## config.mk

```make
export PLATFORM = sky130hd
export DESIGN_NAME = way_halt_ctrl
export DESIGN_NICKNAME = d
export VERILOG_FILES = /design/src/rtl/way_halt_pkg.sv /design/src/rtl/way_halt_match.sv /design/src/rtl/way_halt_ctrl.sv
export SDC_FILE = /design/constraint.sdc
export NUM_CORES = 1
export LEC_CHECK = 0
export ABC_AREA = 1
export BUFFER_PORTS_ARGS = -buffer_cell sky130_fd_sc_hd__buf_2
export CORE_AREA = 2 2 247 200
export CTS_CLUSTER_DIAMETER = 60
export CTS_CLUSTER_SIZE = 16
export DETAILED_ROUTE_END_ITERATION = 10
export DIE_AREA = 0 0 249 202
export MAX_ROUTING_LAYER = met4
export PLACE_DENSITY_LB_ADDON = 0.3
export SLEW_MARGIN = 20
export SYNTH_ARGS = -nofsm -noshare
export SYNTH_HDL_FRONTEND = slang
export SYNTH_SLANG_ARGS = --single-unit
```

## constraint.sdc

```tcl
create_clock -name clk -period 2.8 [get_ports clk]
set_input_delay 0.7 -clock clk [delete_from_list [all_inputs] [get_ports clk]]
set_output_delay 0.7 -clock clk [all_outputs]
set_load 0.02 [all_outputs]
```

## src/rtl/way_halt_pkg.sv

```systemverilog
// rtl/way_halt_pkg.sv - shared parameters, flush FSM states and width helpers
package way_halt_pkg;

  localparam int NUM_WAYS_DEF = 8;
  localparam int NUM_SETS_DEF = 16;
  localparam int HALT_W_DEF   = 4;

  typedef enum logic [1:0] {
    ST_IDLE  = 2'd0,
    ST_FLUSH = 2'd1,
    ST_DONE  = 2'd2
  } flush_state_e;

  // Index widths never collapse to zero so single-entry builds still elaborate
  function automatic int calc_way_w(input int num_ways);
    return (num_ways <= 1) ? 1 : $clog2(num_ways);
  endfunction

  function automatic int calc_set_w(input int num_sets);
    return (num_sets <= 1) ? 1 : $clog2(num_sets);
  endfunction

endpackage

```

## src/rtl/way_halt_match.sv

```systemverilog
// rtl/way_halt_match.sv - per-way halt tag compare for one selected set row
module way_halt_match
  import way_halt_pkg::*;
#(
  parameter int NUM_WAYS = NUM_WAYS_DEF,
  parameter int HALT_W   = HALT_W_DEF
) (
  input  logic [NUM_WAYS-1:0][HALT_W-1:0] i_row_tag,
  input  logic [NUM_WAYS-1:0]             i_row_valid,
  input  logic [HALT_W-1:0]               i_lk_tag,
  output logic [NUM_WAYS-1:0]             o_enable
);

  always_comb begin
    o_enable = '0;
    for (int w = 0; w < NUM_WAYS; w++) begin
      o_enable[w] = i_row_valid[w] && (i_row_tag[w] == i_lk_tag);
    end
  end

endmodule

```

## src/rtl/way_halt_ctrl.sv

```systemverilog
// rtl/way_halt_ctrl.sv - way-halting controller: halt tag array, lookup mask, sequenced flush
module way_halt_ctrl
  import way_halt_pkg::*;
#(
  parameter int NUM_WAYS = NUM_WAYS_DEF,
  parameter int NUM_SETS = NUM_SETS_DEF,
  parameter int HALT_W   = HALT_W_DEF,
  localparam int WAY_W   = calc_way_w(NUM_WAYS),
  localparam int SET_W   = calc_set_w(NUM_SETS)
) (
  input  logic                clk,
  input  logic                reset,
  input  logic                lk_valid,
  output logic                lk_ready,
  input  logic [SET_W-1:0]    lk_set,
  input  logic [HALT_W-1:0]   lk_tag,
  output logic                rsp_valid,
  output logic [NUM_WAYS-1:0] rsp_enable,
  output logic                rsp_none,
  input  logic                fill_en,
  input  logic [SET_W-1:0]    fill_set,
  input  logic [WAY_W-1:0]    fill_way,
  input  logic [HALT_W-1:0]   fill_tag,
  input  logic                inv_en,
  input  logic [SET_W-1:0]    inv_set,
  input  logic [WAY_W-1:0]    inv_way,
  input  logic                flush_start,
  output logic                flush_busy,
  output logic                flush_done
);

  flush_state_e r_state;
  flush_state_e w_state_nxt;
  logic [SET_W-1:0] r_cnt;
  logic [SET_W-1:0] w_cnt_nxt;

  logic [NUM_SETS-1:0][NUM_WAYS-1:0]             r_valid;
  logic [NUM_SETS-1:0][NUM_WAYS-1:0][HALT_W-1:0] r_tag;

  logic                w_idle;
  logic                w_accept;
  logic                w_fill;
  logic                w_inv;
  logic [NUM_WAYS-1:0] w_mask;

  assign w_idle   = (r_state == ST_IDLE);
  assign w_accept = lk_valid && w_idle;
  // Maintenance traffic during a flush is dropped, never queued
  assign w_fill   = fill_en && w_idle;
  assign w_inv    = inv_en && w_idle;

  assign lk_ready   = w_idle;
  assign flush_busy = !w_idle;
  assign flush_done = (r_state == ST_DONE);

  always_ff @(posedge clk) begin
    if (!reset) begin
      r_state <= ST_IDLE;
      r_cnt   <= '0;
    end else begin
      r_state <= w_state_nxt;
      r_cnt   <= w_cnt_nxt;
    end
  end

  always_comb begin
    w_state_nxt = r_state;
    w_cnt_nxt   = r_cnt;
    unique case (r_state)
      ST_IDLE: begin
        if (flush_start) begin
          w_state_nxt = ST_FLUSH;
          w_cnt_nxt   = '0;
        end
      end
      ST_FLUSH: begin
        w_cnt_nxt = r_cnt + 1'b1;
        if (r_cnt == SET_W'(NUM_SETS - 1)) begin
          w_state_nxt = ST_DONE;
          w_cnt_nxt   = '0;
        end
      end
      ST_DONE: begin
        w_state_nxt = ST_IDLE;
      end
      default: begin
        w_state_nxt = ST_IDLE;
        w_cnt_nxt   = '0;
      end
    endcase
  end

  // Invalidate has priority over fill on the same entry; the tag is still written
  always_ff @(posedge clk) begin
    for (int s = 0; s < NUM_SETS; s++) begin
      for (int w = 0; w < NUM_WAYS; w++) begin
        if (!reset) begin
          r_valid[s][w] <= 1'b0;
        end else if ((r_state == ST_FLUSH) && (r_cnt == SET_W'(s))) begin
          r_valid[s][w] <= 1'b0;
        end else if (w_inv && (inv_set == SET_W'(s)) && (inv_way == WAY_W'(w))) begin
          r_valid[s][w] <= 1'b0;
        end else if (w_fill && (fill_set == SET_W'(s)) && (fill_way == WAY_W'(w))) begin
          r_valid[s][w] <= 1'b1;
        end
      end
    end
  end

  always_ff @(posedge clk) begin
    if (w_fill) begin
      r_tag[fill_set][fill_way] <= fill_tag;
    end
  end

  way_halt_match #(
    .NUM_WAYS (NUM_WAYS),
    .HALT_W   (HALT_W)
  ) u_match (
    .i_row_tag   (r_tag[lk_set]),
    .i_row_valid (r_valid[lk_set]),
    .i_lk_tag    (lk_tag),
    .o_enable    (w_mask)
  );

  always_ff @(posedge clk) begin
    if (!reset) begin
      rsp_valid  <= 1'b0;
      rsp_enable <= '0;
      rsp_none   <= 1'b0;
    end else begin
      rsp_valid <= w_accept;
      if (w_accept) begin
        rsp_enable <= w_mask;
        rsp_none   <= ~|w_mask;
      end
    end
  end

endmodule

```

==> reports/qor.csv <==
metric,value,unit
vias per inst,6.01,
final wirelength,82000,um
Unique masters post-synth,28,
fmax,0.424,GHz
initial antenna violation count,1,
top cell type's share of synthesized area,53.2,%
Final Max Tran Viols,0,
Core ar.,47800,um^2
Die Wd,249,um
hold path depth,3,
crit path DAT,2.84,ns
CP top delay family,simple AND/OR/NAND/NOR gates,
CTS tree,yes,
clk buf depth,3,
total number of vias,22700,
H-tree Lvls,2,
"Reg clk slew, reported paths",0.07,ns
R2R depth,5,
share of cells above drive strength 1,8.32,%
Ys Warns,0,
Pleak,12.5,nW
GPL Wtd Cong,0.983,
most numerous cell in the Yosys netlist,nor2_1,
Final Instance Count excl. Fillers,3778,
Cell Rows,72,
Finished Cell Area,32000,um^2
Hold Buf Count CTS,0,
crit path buf inv count,4,
Logic pwr share,8.5,%
PwrDens,591,nW/um^2
"Avg Cell Area, Syn",9.57,um^2
vias in the first global route,21200,
Max-Cap Viols,0,
area grow syn2layout,10.8,%
"FFs w/ async S/R, synth",0,%
post-synthesis instance total,3021,
dpl ws,-0.111,ns
crit path max-delay cell type,buf_4,
met3 WL,10200,um
wire per inst,21.7,um
"Data required, critical path",3.28,ns
placed insts,3688,
"top cells by count, synth","645 x nor2_1, 554 x nand2_1, 512 x edfxtp_1",
Initial Util,60.4,%
Num Clock Sinks,656,
Pint,14.4,mW
GRT overflow,0,
clock power share,36.0,%
Max-slew headroom,27.0,%
dpl cell area,30500,um^2
min cycle time layout,2.36,ns
post-CTS sizing,0,
worst min path class,input port to register,
RSZ-0062 raised after global routing,no,
setup violators final,0,
Detail Route met2 WL,35800,um
DRT antenna net count,0,
die area,50300,um^2
top layer in use,met4,
CTS Buf Count,48,
startpoint types,input port,
Post-Syn Area,28900,um^2
largest net degree at the start of global routing,129,
Worst Setup End Kind,register,
"Core Util, Final",66.9,%
post-synthesis register bit count,656,
Crit path largest cell delay,0.35,ns
FF/Latch Area,18300,um^2
Die H,202,um
Post-DP HPWL,53900,um
Total GRT Usage,33.6,%
net load switching power,4.49,mW
Layout Skew,0.0251,ns
final hold vios,0,
VDD IR max,0.525,mV
Levels on crit path,16,
Least-Margin Pin Slew,1.09,ns
IO buf count,44,
critical path peak fanout,29,
Tcrit/Tclk final,84.2,%
"EDFF count, synth",512,
outcome,finished clean,
number of iterations in the first detailed-routing pass,6,
"Clk Latency, worst-skew pair",0.61,ns
Sw Ratio,23.7,%
Filler cells,3628,
top_reg_cell synth,edfxtp_1,
Initial DRC Count,3090,
post-synth top area cell,edfxtp_1,
Root Buffer,clkbuf_16,
final net count,3145,
CP Class,input port to register,
sequential share of power,55.5,%
Crit path top cell by count,nand3_1,
first-pass GRT wire length,125000,um
crit-path cells,buf_8 -> inv_6 -> buf_4 -> nor2_1 -> nor2_1 -> o21ai_0 -> nand3_1 -> nand3_1 -> nand3_1 -> nand2_1 -> nor2_1 -> nand3_1 -> nand2_1 -> inv_1 -> nand3_1 -> a21oi_1,
Final WS setup,0.442,ns
Area contributors post-synth,"edfxtp_1 53%, dfxtp_1 10%, nor2_1 8.4%",
Syn Nets,3057,
total power,18.9,mW
I/O pins,45,
DRC,0,
"Seq/Total Area, Yosys",63.2,%
wl on met1,33200,um
Multi-input gate area,8900,um^2
setup bufs post-CTS,0,
layout make-up:
class	instances	area share, %
inverters	221	2.62
clock buffers	81	4.43
flip-flops and latches	656	57.0
well taps	629	2.46
clock inverters	8	0.168
repair buffers	196	5.49
diodes	1	0.00781
multi-input cells	1986	27.8
worst paths after layout:
check,end,slack (ns),start
min reg2reg,r_valid[93]$_SDFFE_PP0P_,0.47,r_valid[93]$_SDFFE_PP0P_
max,rsp_none$_SDFFE_PN0P_,0.44,lk_set[0]
max reg2reg,r_tag[206]$_DFFE_PP_,0.45,r_state[1]$_SDFFE_PN0P_
min,r_state[0]$_SDFFE_PN0P_,0.38,flush_start
placed cells by master (no fill, tap or decap), types with 11 or more instances in the layout:
cell and count:
nor2_1 645, nand2_1 554, edfxtp_1 512, nand3_1 313, inv_1 218, o21ai_0 169, dfxtp_1 144, buf_4 127
o21bai_1 93, a21oi_1 72, o211ai_1 56, clkbuf_16 51, buf_2 38, nor3_1 34, buf_12 30, clkbuf_1 27
o21ai_1 26, o21a_1 11
sequential cells by signal (all words and copies together) (netlist names):
register,count
r_tag,512
r_valid,128
rsp_enable,8
r_cnt,4
r_state,2
rsp_none,1
rsp_valid,1
power by group through the flow:
| stage | logic (mW) | registers, mW | clock network (mW) |
|---|---|---|---|
| 2_1_floorplan | 0.885 | 10.7 | 0 |
| 5_1_grt | 1.73 | 10.5 | 7.22 |
| 3_3_place_gp | 1.53 | 10.7 | 0 |
| 6_report | 1.61 | 10.5 | 6.81 |
| 3_5_place_dp | 1.56 | 10.7 | 0 |
| 4_1_cts | 1.56 | 10.5 | 6.84 |
cell families (layout without fill, tap and decap cells):
group | after synthesis | in the layout | synth area share [%]
simple gates | 1551 | 1551 | 21.7
flops | 656 | 656 | 63.2
compound gates | 430 | 430 | 8.91
buf+inv | 379 | 506 | 6.04
fa+ha+maj | 4 | 4 | 0.173
xor+xnor | 1 | 1 | 0.0303
other cells | 0 | 1 | 0
routing by layer:
metal / GRT usage, % / up-vias
li1: - / 10400
met1: 46.6 / 10800
met2: 49.0 / 1398
met3: 8.04 / 207
met4: 11.4 / 0
met5: - / -
tightest hold or removal path: cells and delay by family:
| kind | cells | cell delay (ns) |
|---|---|---|
| compound gates | 1 | 0.06 |
| simple gates | 1 | 0.06 |
| buf+inv | 1 | 0.12 |
per-stage QoR:
stage	hold WS (ns)	setup TNS [ns]
6_report	0.378	0
5_1_grt	0.382	0
4_1_cts	0.362	0
3_5_place_dp	0.449	-0.265
3_3_place_gp	0.442	-0.0432
2_1_floorplan	0.435	0
(Power assumes the default switching activity.)
